===== config.mk =====
export PLATFORM = sky130hd
export DESIGN_NAME = rmii_tx_arbiter_flat
export DESIGN_NICKNAME = d
export VERILOG_FILES = /design/src/rtl/rmii_arb_pkg.sv /design/src/rtl/rmii_tx_arbiter_if.sv /design/src/rtl/rr_pick2.sv /design/src/rtl/rmii_tx_arbiter.sv /design/src/flat_wrapper.sv
export SDC_FILE = /design/constraint.sdc
export NUM_CORES = 1
export LEC_CHECK = 0
export CORE_MARGIN = 3
export CORE_UTILIZATION = 45
export CTS_BUF_LIST = sky130_fd_sc_hd__clkbuf_4 sky130_fd_sc_hd__clkbuf_8
export DETAILED_ROUTE_END_ITERATION = 7
export PLACE_DENSITY = 0.68
export SYNTH_ARGS = -nofsm -noshare
export SYNTH_HDL_FRONTEND = slang
export SYNTH_SLANG_ARGS = --single-unit

===== constraint.sdc =====
create_clock -name clk -period 3.6 [get_ports clk]
set_input_delay 0.72 -clock clk [delete_from_list [all_inputs] [get_ports clk]]
set_output_delay 0.72 -clock clk [all_outputs]
set_load 0.01 [all_outputs]

===== src/rtl/rmii_arb_pkg.sv =====
// Shared types and constants for the RMII transmit arbiter.
package rmii_arb_pkg;

    typedef enum logic [2:0] {
        IDLE,
        GRANTED,
        TX,
        DRAIN,
        IFG
    } state_e;

    localparam int SRC_MANTA = 0;
    localparam int SRC_MACTX = 1;

    localparam int DEF_IFG_CYCLES       = 48;
    localparam int DEF_GRANT_TIMEOUT    = 64;
    localparam int DEF_MAX_FRAME_CYCLES = 6120;

    localparam int CNT_W = 13;

    // Counters stick at all-ones instead of wrapping.
    function automatic logic [CNT_W-1:0] sat_inc(input logic [CNT_W-1:0] v);
        return (&v) ? v : v + CNT_W'(1);
    endfunction

endpackage


===== src/rtl/rmii_tx_arbiter_if.sv =====
// Source-side request/grant and RMII pin bundle for the transmit arbiter.
interface rmii_tx_arbiter_if;
    logic [1:0] req;
    logic [1:0] gnt;
    logic       src0_txen;
    logic [1:0] src0_txd;
    logic       src1_txen;
    logic [1:0] src1_txd;
    logic       eth_txen;
    logic [1:0] eth_txd;

    modport master (
        input  req, src0_txen, src0_txd, src1_txen, src1_txd,
        output gnt, eth_txen, eth_txd
    );

    modport slave (
        output req, src0_txen, src0_txd, src1_txen, src1_txd,
        input  gnt, eth_txen, eth_txd
    );
endinterface


===== src/rtl/rr_pick2.sv =====
// Two-way round-robin winner select: a lone requester wins, a tie goes to the
// source that did not win last time.
module rr_pick2
    import rmii_arb_pkg::*;
(
    input  logic [1:0] req_i,
    input  logic       last_i,
    output logic       valid_o,
    output logic       win_o
);

    always_comb begin
        valid_o = |req_i;
        if (&req_i) begin
            win_o = ~last_i;
        end else begin
            win_o = req_i[SRC_MACTX];
        end
    end

endmodule


===== src/rtl/rmii_tx_arbiter.sv =====
// Frame-granular arbiter sharing one RMII transmit pair between two sources,
// with inter-frame gap, grant timeout and frame-length enforcement.
module rmii_tx_arbiter
    import rmii_arb_pkg::*;
#(
    parameter int IFG_CYCLES       = DEF_IFG_CYCLES,
    parameter int GRANT_TIMEOUT    = DEF_GRANT_TIMEOUT,
    parameter int MAX_FRAME_CYCLES = DEF_MAX_FRAME_CYCLES
) (
    input  logic              clk,
    input  logic              rstn,
    rmii_tx_arbiter_if.master bus,
    output logic              busy,
    output logic              err_timeout,
    output logic              err_overlong,
    output logic [15:0]       frames_sent
);

    localparam logic [CNT_W-1:0] TO_LAST  = CNT_W'(GRANT_TIMEOUT - 1);
    localparam logic [CNT_W-1:0] IFG_LAST = CNT_W'(IFG_CYCLES - 1);
    localparam logic [CNT_W-1:0] MAX_LEN  = CNT_W'(MAX_FRAME_CYCLES);

    state_e           state_q;
    logic [1:0]       gnt_q;
    logic             last_q;
    logic [CNT_W-1:0] cnt_q;
    logic             eth_txen_q;
    logic [1:0]       eth_txd_q;
    logic             err_to_q;
    logic             err_ol_q;
    logic [15:0]      frames_q;

    logic             pick_vld;
    logic             pick_win;
    logic             txen_g;
    logic [1:0]       txd_g;
    logic             req_g;

    rr_pick2 u_pick (
        .req_i   (bus.req),
        .last_i  (last_q),
        .valid_o (pick_vld),
        .win_o   (pick_win)
    );

    // last_q doubles as the index of the currently granted source.
    always_comb begin
        if (last_q == 1'(SRC_MACTX)) begin
            txen_g = bus.src1_txen;
            txd_g  = bus.src1_txd;
            req_g  = bus.req[SRC_MACTX];
        end else begin
            txen_g = bus.src0_txen;
            txd_g  = bus.src0_txd;
            req_g  = bus.req[SRC_MANTA];
        end
    end

    always_ff @(posedge clk or negedge rstn) begin
        if (!rstn) begin
            state_q    <= IDLE;
            gnt_q      <= 2'b00;
            last_q     <= 1'(SRC_MACTX);
            cnt_q      <= '0;
            eth_txen_q <= 1'b0;
            eth_txd_q  <= 2'b00;
            err_to_q   <= 1'b0;
            err_ol_q   <= 1'b0;
            frames_q   <= 16'd0;
        end else begin
            err_to_q   <= 1'b0;
            err_ol_q   <= 1'b0;
            eth_txen_q <= 1'b0;
            eth_txd_q  <= 2'b00;
            unique case (state_q)
                IDLE: begin
                    if (pick_vld) begin
                        gnt_q   <= pick_win ? 2'b10 : 2'b01;
                        last_q  <= pick_win;
                        cnt_q   <= '0;
                        state_q <= GRANTED;
                    end
                end
                GRANTED: begin
                    eth_txen_q <= txen_g;
                    eth_txd_q  <= txd_g;
                    if (txen_g) begin
                        cnt_q   <= CNT_W'(1);
                        state_q <= TX;
                    end else if (!req_g) begin
                        gnt_q   <= 2'b00;
                        state_q <= IDLE;
                    end else if (cnt_q >= TO_LAST) begin
                        err_to_q <= 1'b1;
                        gnt_q    <= 2'b00;
                        state_q  <= IDLE;
                    end else begin
                        cnt_q <= sat_inc(cnt_q);
                    end
                end
                TX: begin
                    if (!txen_g) begin
                        eth_txd_q <= txd_g;
                        gnt_q     <= 2'b00;
                        frames_q  <= frames_q + 16'd1;
                        cnt_q     <= '0;
                        state_q   <= IFG;
                    end else if (cnt_q >= MAX_LEN) begin
                        // Truncate: pins already forced low by the defaults above.
                        err_ol_q <= 1'b1;
                        gnt_q    <= 2'b00;
                        state_q  <= DRAIN;
                    end else begin
                        eth_txen_q <= 1'b1;
                        eth_txd_q  <= txd_g;
                        cnt_q      <= sat_inc(cnt_q);
                    end
                end
                DRAIN: begin
                    if (!txen_g) begin
                        cnt_q   <= '0;
                        state_q <= IFG;
                    end
                end
                IFG: begin
                    if (cnt_q >= IFG_LAST) begin
                        state_q <= IDLE;
                    end else begin
                        cnt_q <= sat_inc(cnt_q);
                    end
                end
                default: state_q <= IDLE;
            endcase
        end
    end

    assign bus.gnt      = gnt_q;
    assign bus.eth_txen = eth_txen_q;
    assign bus.eth_txd  = eth_txd_q;
    assign busy         = (state_q != IDLE);
    assign err_timeout  = err_to_q;
    assign err_overlong = err_ol_q;
    assign frames_sent  = frames_q;

endmodule


===== src/flat_wrapper.sv =====
// flat-port wrapper written by rule: the top's interface ports become plain ports
module rmii_tx_arbiter_flat import rmii_arb_pkg::*;
#(
    parameter int IFG_CYCLES       = DEF_IFG_CYCLES,
    parameter int GRANT_TIMEOUT    = DEF_GRANT_TIMEOUT,
    parameter int MAX_FRAME_CYCLES = DEF_MAX_FRAME_CYCLES
)
  (clk, rstn, busy, err_timeout, err_overlong, frames_sent, bus_req, bus_src0_txen, bus_src0_txd, bus_src1_txen, bus_src1_txd, bus_gnt, bus_eth_txen, bus_eth_txd);
  rmii_tx_arbiter_if bus_i ();
  input  logic clk;
  input  logic rstn;
  output logic busy;
  output logic err_timeout;
  output logic err_overlong;
  output logic [15:0] frames_sent;
  input wire logic [$bits(bus_i.req)-1:0] bus_req;
  input wire logic [$bits(bus_i.src0_txen)-1:0] bus_src0_txen;
  input wire logic [$bits(bus_i.src0_txd)-1:0] bus_src0_txd;
  input wire logic [$bits(bus_i.src1_txen)-1:0] bus_src1_txen;
  input wire logic [$bits(bus_i.src1_txd)-1:0] bus_src1_txd;
  output wire logic [$bits(bus_i.gnt)-1:0] bus_gnt;
  output wire logic [$bits(bus_i.eth_txen)-1:0] bus_eth_txen;
  output wire logic [$bits(bus_i.eth_txd)-1:0] bus_eth_txd;
  assign bus_i.req = bus_req;
  assign bus_i.src0_txen = bus_src0_txen;
  assign bus_i.src0_txd = bus_src0_txd;
  assign bus_i.src1_txen = bus_src1_txen;
  assign bus_i.src1_txd = bus_src1_txd;
  assign bus_gnt = bus_i.gnt;
  assign bus_eth_txen = bus_i.eth_txen;
  assign bus_eth_txd = bus_i.eth_txd;
  rmii_tx_arbiter #(.IFG_CYCLES(IFG_CYCLES), .GRANT_TIMEOUT(GRANT_TIMEOUT), .MAX_FRAME_CYCLES(MAX_FRAME_CYCLES)) u_core (.clk(clk), .rstn(rstn), .bus(bus_i), .busy(busy), .err_timeout(err_timeout), .err_overlong(err_overlong), .frames_sent(frames_sent));
endmodule

==> results.yml <==
run_status:
  outcome: "finished, final reports clean"
sta:
  hold_viol_final: 0
  clock_skew_ns: 0.006304
  whs_ns: 0.4734
  finalMaxSlewViolations: 0
  grt_setup_unrepaired: "false"
  setup_viol: 0
  slew-limit-headroom: 0.4108
  fin_tns_setup_ns: 0
  worstMarginPinSlew_ns: 0.8838
  finalCriticalPeriod_ns: 2.902
  finalCritPeriodShare: 0.8061
  max_freq_mhz: 344.6
routing:
  vias: 1810
  wl_met2_mm: 2.174
  dr_wl_met3_um: 216
  drtAntennaViolNets: 0
  drt_iter0_drc: 89
  vias_per_cell: 5.403
  top_layer: "met4"
  wl_met1_mm: 2.351
  wl_per_cell_um: 14.29
  routed_wl_mm: 4.787
  drt_pass1_iterations: 4
  drc: 0
global_route:
  grt_max_degree: 41
  antenna_found_initial: 0
  grt_pass1_vias: 1700
  grt_pass1_wl_mm: 8.204
  grt_use_total: 0.1704
  grt-ovfl-total: 0
finish:
  nets: 282
  antenna_cells: 0
  final_common_cell: "dfrtp_1"
  layout-drive-gt1-share: 0.07778
  mostFrequentLayoutCells: "39 x dfrtp_1, 32 x clkdlybuf4s50_1, 26 x nand2_1"
  post-route-cell-area_mm2: 0.002716
  area_delta_synth_final_pct: 21.90
  finalNonFillerCells: 335
clock_network:
  numCtsBuffers: 5
  cts_resized: 0
  clk_transition_reported_paths_ns: 0.09
  cts_buffer_depth: 2
  root_buffer: "clkbuf_8"
  cts_tree: "done"
  hold_buffers: 0
  clkLatencyLatePin_ns: 0.29
  post_cts_buffers: 0
  cts.sinks: 40
  cts.htree.levels: 2
pwr:
  leakagePower_nw: 1.164
  power_density_mw_per_mm2: 614.0
  peakVddDrop_mv: 0.2995
synthesis:
  synth_cell_types: 44
  synth_xor_xnor_area_share: 0.06289
  synth_top_area_frac: 0.4380
  ys_seq_area_frac: 0.4497
  yosysWarningCount: 0
  synth-simple-area-share: 0.2341
  synth.area.mux_share: 0.03818
  synth_compound_area_frac: 0.1595
  ys.flop_type: "dfrtp_1"
  syn_area_per_cell_um2: 9.442
  syn_nets: 249
  synth_area_leaders: "dfrtp_1 44%, xnor2_1 4.7%, nand2_1 4.4%"
  synth.cell_area_mm2: 0.002228
  synth_top_area_cell: "dfrtp_1"
  synth_top_family_by_area: "simple AND/OR/NAND/NOR gates"
  synth_edf_count: 0
  async_reset_ff_frac: 1.000
  synthCells: 236
  synth_fa_ha_area_frac: 0.01684
  synth-seq-cells: 40
critical_path:
  setup.worst_path.start_class: "flop"
  cp-end-kind: "flop"
  r2r_start: "u_core.cnt_q[0]"
  crit_cells: 7
  arrival_ns: 3.09
  worst-path-max-fanout: 8
  critPathBufInv: 0
  cp_slowest_cell: "or4b_1"
  ff2ff_path_depth: 7
  regToRegSetupSlack_ns: 0.70
  crit_type: "flop to flop"
  startpoint: "u_core.cnt_q[0]"
  rr_endpoint: "u_core.cnt_q[2]"
  required_ns: 3.79
  crit_path_max_incr_delay_ns: 0.52
  path_cells: "ha_1 -> a21oi_1 -> o21ai_0 -> a221o_1 -> or4b_1 -> or2_0 -> o31ai_1"
  critPathTopFamily: "compound AO/OA/AOI/OAI gates"
run:
  cap_violations: 0
place:
  dpl.cell_count: 327
  place_area_mm2: 0.002601
  io_buffers: 33
  gp_congestion: 0.8787
  place_hpwl_mm: 3.422
die:
  io_pins: 34
  fp.dieArea_mm2: 0.005832
  core_mm2: 0.004564
  die_w_um: 76.37
  start_util: 0.4882
  fp.dieH_um: 76.37
  placementRows: 24
min_path:
  min_from: "u_core.frames_sent[15]"
  whs_path_depth: 1
  holdPathEnd: "u_core.frames_sent[15]"
  hold_class: "flop to flop"
==> worst max path at each step <==
| stage | to | slack, ns |
|---|---|---|
| floorplan | u_core.cnt_q[3] | 0.97 |
| global placement | u_core.cnt_q[3] | 0.43 |
| detailed placement | u_core.cnt_q[2] | 0.40 |
| CTS | u_core.cnt_q[2] | 0.68 |
| global route | u_core.cnt_q[2] | 0.44 |
| finish | u_core.cnt_q[2] | 0.70 |
==> power breakdown <==
part	switching, mW	leakage, nW	internal (mW)	total (mW)
combinational	0.333	0.571	0.315	0.648
sequential	0.116	0.538	0.526	0.642
clock	0.169	0.0548	0.209	0.378
==> synthesized netlist by cell type, drive strengths merged (5+ instances only) <==
cell type and instances:
dfrtp 39, nand2 26, nor2 21, o21ai 15, nor3 12, xnor2 12, a21oi 8, inv 8
nand3 8, o31ai 8, a31oi 6, buf 6, nand2b 6, and3 5, mux2i 5, nand4 5
==> cell type report <==
class,instances,area [µm²]
tap,65,81.33
fill,422,1848
timing repair buffer,36,347.8
clock buffer,5,68.82
sequential,40,1002
multi-input combinational,178,1140
inverter,8,30.03
clock inverter,3,46.29
==> kinds of logic after synthesis <==
family | Yosys count
AO/OA/AOI/OAI | 52
XOR/XNOR | 16
adder cells (fa/ha/maj) | 3
buffers and inverters | 18
flip-flops | 40
multiplexers | 7
AND/OR/NAND/NOR | 100
==> flip-flops by register name (all words and copies together) (netlist names) <==
signal and count:
u_core.bus.eth_txd 2, u_core.bus.eth_txen 1, u_core.bus.gnt 2, u_core.cnt_q 13
u_core.err_overlong 1, u_core.err_timeout 1, u_core.frames_sent 16, u_core.last_q 1
u_core.state_q 3
==> worst reg2reg max path, stage by stage (launching register included) <==
cell and delay, ns:
dfrtp_1 0.47, ha_1 0.32, a21oi_1 0.19, o21ai_0 0.18, a221o_1 0.37, or4b_1 0.52
or2_0 0.42, o31ai_1 0.34
==> through the flow <==
stage | setup WS, ns | power, mW | util
6_report | 0.6979 | 1.668 | 0.5951
5_1_grt | 0.4430 | 1.790 | 0.5951
2_1_floorplan | 0.9695 | 1.097 | -
3_3_place_gp | 0.4258 | 1.290 | 0.5699
4_1_cts | 0.6793 | 1.688 | 0.5951
3_5_place_dp | 0.3987 | 1.304 | 0.5699
==> per-layer routing <==
metal  track usage  vias up
met5             0        -
met4       0.04891        0
met3       0.04019        4
met2        0.2750       38
met1        0.2285      848
li1              -      920
No activity file was read; power rests on OpenSTA's default activity.
